### src/rtl/temp_sensor_read_ctrl.sv
// Read sequencer for a CS/SCK/SO temperature sensor. It frames reads, enforces the
// conversion interval, and merges on-demand requests with auto-poll.
module temp_sensor_read_ctrl #(
  parameter int C_TEMP_SENSOR_PO_WL   = 16,
  parameter int C_TEMP_SENSOR_DATA_WL = 13,
  parameter int C_SCK_HALF_DIV        = 5,
  parameter int C_CS_SETUP_CYC        = 5,
  parameter int C_CS_HOLD_CYC         = 5,
  parameter int C_CONV_WAIT_CYC       = 1000
) (
  input  logic                             CLK_IN,
  input  logic                             RST_IN,
  input  logic                             Read_req_IN,
  input  logic                             Poll_en_IN,
  input  logic                             Temp_sensor_SO_IN,
  output logic                             Temp_sensor_CS_OUT,
  output logic                             Temp_sensor_SCK_OUT,
  output logic [C_TEMP_SENSOR_DATA_WL-1:0] Temp_data_OUT,
  output logic                             Data_valid_OUT,
  output logic                             Frame_err_OUT,
  output logic                             Busy_OUT
);

  localparam int PO_WL = C_TEMP_SENSOR_PO_WL;
  localparam int DW    = C_TEMP_SENSOR_DATA_WL;
  localparam int CNT_MAX = C_CONV_WAIT_CYC + C_CS_SETUP_CYC + C_CS_HOLD_CYC + C_SCK_HALF_DIV;
  localparam int CNT_W = $clog2(CNT_MAX + 1);
  localparam int BIT_W = $clog2(PO_WL + 1);

  localparam logic [CNT_W-1:0] SETUP_LAST = CNT_W'(C_CS_SETUP_CYC - 1);
  localparam logic [CNT_W-1:0] HALF_LAST  = CNT_W'(C_SCK_HALF_DIV - 1);
  localparam logic [CNT_W-1:0] HOLD_LAST  = CNT_W'(C_CS_HOLD_CYC - 1);
  localparam logic [CNT_W-1:0] CONV_LAST  = CNT_W'(C_CONV_WAIT_CYC - 1);
  localparam logic [BIT_W-1:0] BITS_ALL   = BIT_W'(PO_WL);

  typedef enum logic [2:0] {
    IDLE, CS_SETUP, SCK_HIGH, SCK_LOW, CS_HOLD, CONV_WAIT
  } state_t;

  state_t            state, state_n;
  logic [CNT_W-1:0]  cnt, cnt_n;
  logic [BIT_W-1:0]  bits, bits_n;
  logic [PO_WL-1:0]  shift, shift_n;
  logic              pend, pend_n;
  logic              cs_n, sck_n, valid_n, err_n;
  logic [DW-1:0]     data_n;
  logic              start;
  logic [PO_WL-1:0]  shift_in;

  // Requests, a latched request and auto-poll all collapse into one frame start.
  assign start    = Read_req_IN | pend | Poll_en_IN;
  assign shift_in = {shift[PO_WL-2:0], Temp_sensor_SO_IN};
  assign Busy_OUT = (state != IDLE);

  always_comb begin
    state_n = state;
    cnt_n   = cnt + 1'b1;
    bits_n  = bits;
    shift_n = shift;
    pend_n  = pend | (Read_req_IN & (state != IDLE));
    cs_n    = Temp_sensor_CS_OUT;
    sck_n   = Temp_sensor_SCK_OUT;
    valid_n = 1'b0;
    data_n  = Temp_data_OUT;
    err_n   = Frame_err_OUT;
    case (state)
      IDLE: begin
        cnt_n = '0;
        if (start) begin
          state_n = CS_SETUP;
          cs_n    = 1'b0;
          pend_n  = 1'b0;
          bits_n  = '0;
        end
      end
      CS_SETUP: if (cnt == SETUP_LAST) begin
        shift_n = shift_in;
        bits_n  = BIT_W'(1);
        sck_n   = 1'b1;
        cnt_n   = '0;
        state_n = SCK_HIGH;
      end
      SCK_HIGH: if (cnt == HALF_LAST) begin
        sck_n   = 1'b0;
        cnt_n   = '0;
        state_n = SCK_LOW;
      end
      SCK_LOW: if (cnt == HALF_LAST) begin
        cnt_n = '0;
        if (bits < BITS_ALL) begin
          // SO settled during the low half; capture it as SCK rises.
          shift_n = shift_in;
          bits_n  = bits + 1'b1;
          sck_n   = 1'b1;
          state_n = SCK_HIGH;
        end else begin
          state_n = CS_HOLD;
        end
      end
      CS_HOLD: if (cnt == HOLD_LAST) begin
        cs_n    = 1'b1;
        data_n  = shift[PO_WL-1 -: DW];
        err_n   = shift[2];
        valid_n = 1'b1;
        cnt_n   = '0;
        state_n = CONV_WAIT;
      end
      CONV_WAIT: if (cnt == CONV_LAST) begin
        cnt_n = '0;
        if (start) begin
          state_n = CS_SETUP;
          cs_n    = 1'b0;
          pend_n  = 1'b0;
          bits_n  = '0;
        end else begin
          state_n = IDLE;
        end
      end
      default: begin
        state_n = IDLE;
        cs_n    = 1'b1;
        sck_n   = 1'b0;
      end
    endcase
  end

  always_ff @(posedge CLK_IN or posedge RST_IN) begin
    if (RST_IN) begin
      state               <= IDLE;
      cnt                 <= '0;
      bits                <= '0;
      shift               <= '0;
      pend                <= 1'b0;
      Temp_sensor_CS_OUT  <= 1'b1;
      Temp_sensor_SCK_OUT <= 1'b0;
      Temp_data_OUT       <= '0;
      Data_valid_OUT      <= 1'b0;
      Frame_err_OUT       <= 1'b0;
    end else begin
      state               <= state_n;
      cnt                 <= cnt_n;
      bits                <= bits_n;
      shift               <= shift_n;
      pend                <= pend_n;
      Temp_sensor_CS_OUT  <= cs_n;
      Temp_sensor_SCK_OUT <= sck_n;
      Temp_data_OUT       <= data_n;
      Data_valid_OUT      <= valid_n;
      Frame_err_OUT       <= err_n;
    end
  end

endmodule

### config.mk
export PLATFORM = sky130hd
export DESIGN_NAME = temp_sensor_read_ctrl
export DESIGN_NICKNAME = d
export VERILOG_FILES = /design/src/rtl/temp_sensor_read_ctrl.sv
export SDC_FILE = /design/constraint.sdc
export NUM_CORES = 1
export LEC_CHECK = 0
export ABC_AREA = 1
export BUFFER_PORTS_ARGS = -buffer_cell sky130_fd_sc_hd__buf_2
export CAP_MARGIN = 0
export CORE_MARGIN = 5
export CORE_UTILIZATION = 50
export DETAILED_ROUTE_END_ITERATION = 7
export HOLD_SLACK_MARGIN = 0.03
export PLACE_DENSITY = 0.8
export SLEW_MARGIN = 30
export SYNTH_ARGS = -nofsm -noshare
export SYNTH_HDL_FRONTEND = slang
export SYNTH_SLANG_ARGS = --single-unit
### constraint.sdc
create_clock -name CLK_IN -period 1.75 [get_ports CLK_IN]
set_input_delay 0 -clock CLK_IN [delete_from_list [all_inputs] [get_ports CLK_IN]]
set_output_delay 0 -clock CLK_IN [all_outputs]
set_load 0.02 [all_outputs]
==> reports/summary.md <==
Summed over all failing endpoints, the final setup total negative slack is 0 ns. Once placement completed, the tool counted placed cells totaling 393. Once the floorplan was initialized, standard cells occupied 50.9% of the core.

The worst register-to-register path begins at cnt[0]. The mean cell area of the mapped netlist was 8.55 µm²; the count of final max-slew check failures was 0. On the critical path the largest part of the delay comes from simple AND/OR/NAND/NOR gates. Synthesized netlist net count: 310. The worst hold path begins at Poll_en_IN. The share of Yosys cell area claimed by the top area cell type works out to 49.4%. Predominant post-synthesis flop cell: dfrtp_1. Synthesis-stage register bit count: 52.

The all-layer global routing usage is 17.0%. For the final database, setup skew stands at 0.0118 ns. Setup violations remaining at the end of the flow were counted as 0. The worst register-to-register path has a depth of 11. By startpoint and endpoint, the worst setup path is classified as flop to flop. Of the total synthesized cell area, the portion taken by XOR and XNOR cells is 2.04%.

For the register-to-register path setup slack, the log shows 0.13 ns. The top layer reached by signal wires is met4. The wire-length estimate of the detail-placed layout is 3450 µm. Compared with the post-synthesis result, the final layout area differs by 17.0%. The total number of H-tree levels is 2. Detailed routing placed a total of 227 µm of wire on met3.

In the final routed layout, each cell accounts on average for 12.0 µm. Most repeated cell in the gate-level netlist after synthesis: nand2_1. After detailed routing, the met2 layer carries 2280 µm of wire.

Across the run, the number of max-cap violations was 0. The count of vias placed by the detailed router is 1,992. The kind of launch point of the worst setup path was a flop. Data on the critical path is required at its endpoint by 1.95 ns. The tools report the overall power as 3.99 mW. Of the cells placed in the final design, the portion with a size suffix greater than 1 is 24.0%. Routed length on met1: 2240 µm. From bottom edge to top edge, the die measures 81.9 µm. The clock insertion delay at the later pin of the skew report is 0.31 ns, and the net count reported at finish is 345. The final-report hold violation count was 0.

In the post-synthesis netlist, the biggest area contributors are dfrtp_1 49%, nand2_1 11%, nand3_1 5.0%. The run gives 0 as the remaining antenna violation count. On the final layout, the worst hold slack is 0.149 ns.

On the worst path, the slowest cell contributes a delay of 0.38 ns. In this run the tightest slew margin relative to its limit is 56.4%. The leakage power total was 1.45 nW; the number of rows created at floorplan was 26.

STA classifies the critical path endpoint as a flop. The run finished with clean final reports. Of the total synthesized cell area, the portion taken by AND, OR, NAND and NOR gates is 28.9%. The number of enable flip-flop cells after synthesis came out at 0. The highest achievable clock rate was 617 MHz; the combined area of all synthesized cells was 2580 µm². The largest fanout on the critical path came out at 5.

Global routing finished with a remaining overflow of 0. After Yosys synthesis, full adders, half adders and majority gates account for 1.45% of the synthesized area. Counting every sink on the clock net gives 52. The die covers 6700 µm². The depth of the worst hold-timing path is 6, and the number of DRC markers after the initial detailed-route iteration is 87.

The count of warnings emitted by yosys was 0; the area fraction in compound gates after synthesis was 9.40%. At the end of routability-driven placement, the weighted congestion stood at 0.899. In this run the count of I/O pins placed on the die edge is 23. For the antenna cell count, the log shows 0. The mux contribution to synthesized area is 0%. The worst hold-check path type is input pin to flop. The number of antenna violations at the first check in global routing was 0. The run gives 4 as the number of detailed-route iterations in the first pass. Clock tree synthesis inserted a total of 5 buffers. After floorplanning, the core was sized to cover 5070 µm².

Wires add up to 4880 µm. For the pin with the worst max-slew slack, the measured transition is 0.653 ns. Highest-delay cell along the critical path: dfrtp_1.

The DRC violation count after routing is 0, and the maximum number of pins on one net before global-route repair is 33. The number of vias per cell was 4.88. Counting along the longest clock path gives a buffer depth of 2. Number of global-route vias before repair: 1,977. The post-synthesis sequential area ratio is 50.5%. The worst hold path terminates at Temp_sensor_CS_OUT. After synthesis, the most frequently instantiated cells are 77 x nand2_1, 51 x dfrtp_1, 34 x inv_1. The die is 81.9 µm wide. The number of different library cells used by synthesis comes to 29.

The smallest clock period supported by the final layout is computed as 1.62 ns. Input and output buffers added on the ports amount to 22. The signal on the critical path passes through buf_4 -> ha_1 -> nand3_1 -> nor2_1 -> nand2_1 -> nand2_2 -> nand2_1 -> nor2_4 -> nand2_2 -> nand2_1 -> nand2_1. For the filler cell count in the final layout, the log shows 461. The clock edge transition at the registers on the reported setup and hold paths was 0.09 ns.

In the synthesized netlist the async set-or-reset flop fraction comes to 100%. Counting stages on the worst path, the most repeated cell is nand2_1. For the cell count after synthesis, the log shows 302.

The main combinational cell family by area after synthesis is simple AND/OR/NAND/NOR gates. For the wire length of the first global-routing pass, the log shows 8760 µm. For this run, the number of standard cells in the final layout without fillers is 408. For this design the ratio of total power to cell area is 1320 nW/µm².

At the worst endpoint, the arrival time is 1.83 ns. The number of buffers and inverters on the critical path came out at 1. TritonCTS built the clock tree. The portion of the clock cycle consumed by the worst path in the final layout is 92.7%, and the worst vdd rail ir drop is 0.667 mV.

The cell taking the most area after synthesis was dfrtp_1. The tools report the reg-to-reg critical path endpoint as bits[0]. Clock tree synthesis selected as its root buffer the cell clkbuf_8.
[power by group]
part | switching (mW) | internal (mW)
combinational | 0.834 | 0.503
sequential | 0.161 | 1.39
clock | 0.391 | 0.715
[flip-flops by register name, indices dropped and copies added (netlist names)]
register             flops
Frame_err_OUT            1
Data_valid_OUT           1
Temp_sensor_CS_OUT       1
state                    3
bits                     5
pend                     1
Temp_data_OUT           13
Temp_sensor_SCK_OUT      1
shift                   16
cnt                     10
[placed cells by master, fill, tap and decap left out, types with 6 or more instances in the layout]
cell type / n
buf_4: 9
nand3_1: 26
buf_2: 22
inv_1: 32
inv_2: 6
nand2_1: 75
nor2_1: 26
o21ai_1: 8
dfrtp_1: 51
nand2_2: 6
o21ai_0: 17
o21ai_2: 7
[metal layers]
| metal | vias to the layer above | GRT usage (%) |
|---|---|---|
| li1 | 1024 | - |
| met1 | 911 | 21.4 |
| met2 | 45 | 26.9 |
| met3 | 12 | 4.39 |
| met4 | 0 | 8.80 |
| met5 | - | 0 |
[worst reg2reg max path: stages, from the launching register on]
cell     delay (ns)
dfrtp_1        0.38
buf_4          0.12
ha_1           0.18
nand3_1        0.08
nor2_1         0.09
nand2_1        0.08
nand2_2        0.10
nand2_1        0.10
nor2_4         0.16
nand2_2        0.11
nand2_1        0.08
nand2_1        0.05
[final cells by class]
| cell class | count | area (µm²) | share of cell area [%] |
|---|---|---|---|
| multi-input combinational | 205 | 1100 | 36.4 |
| inverter | 38 | 143 | 4.72 |
| timing repair buffer | 35 | 228 | 7.54 |
| clock inverter | 3 | 90.1 | 2.98 |
| tap | 70 | 87.6 | 2.90 |
| sequential | 52 | 1300 | 43.1 |
| clock buffer | 5 | 68.8 | 2.28 |
[kinds of logic (layout without fill, tap and decap cells)]
kind of cell | count (synthesis) | count (layout)
flip-flops | 52 | 52
AO/OA/AOI/OAI | 40 | 40
adder cells (fa/ha/maj) | 3 | 3
buffers and inverters | 45 | 81
XOR/XNOR | 6 | 6
AND/OR/NAND/NOR | 156 | 156
[worst max path at each step]
stage	from	end	slack, ns	cells after the start
global route	cnt[0]	bits[3]	-0.007	11
finish	cnt[0]	bits[0]	0.13	11
CTS	cnt[0]	state[0]	0.06	11
detailed placement	cnt[0]	state[0]	0.08	11
floorplan	cnt[0]	shift[15]	0.20	11
global placement	cnt[0]	state[0]	0.17	11
[repair_timing]
item,CTS,global route
resized for setup,0,6
setup endpoints to repair,0,25
setup buffers,0,4
hold buffers,3,0
hold endpoints to repair,31,0
[metrics by stage]
step / worst slack, ns / utilization, % / area (µm²)
finish: 0.128 / 59.5 / 3020
global route: -0.00737 / 59.5 / 3020
CTS: 0.0585 / 58.5 / 2970
detailed placement: 0.0785 / 54.8 / 2780
global placement: 0.174 / 54.8 / 2780
floorplan: 0.203 / - / 2580
(Power assumes the default switching activity.)
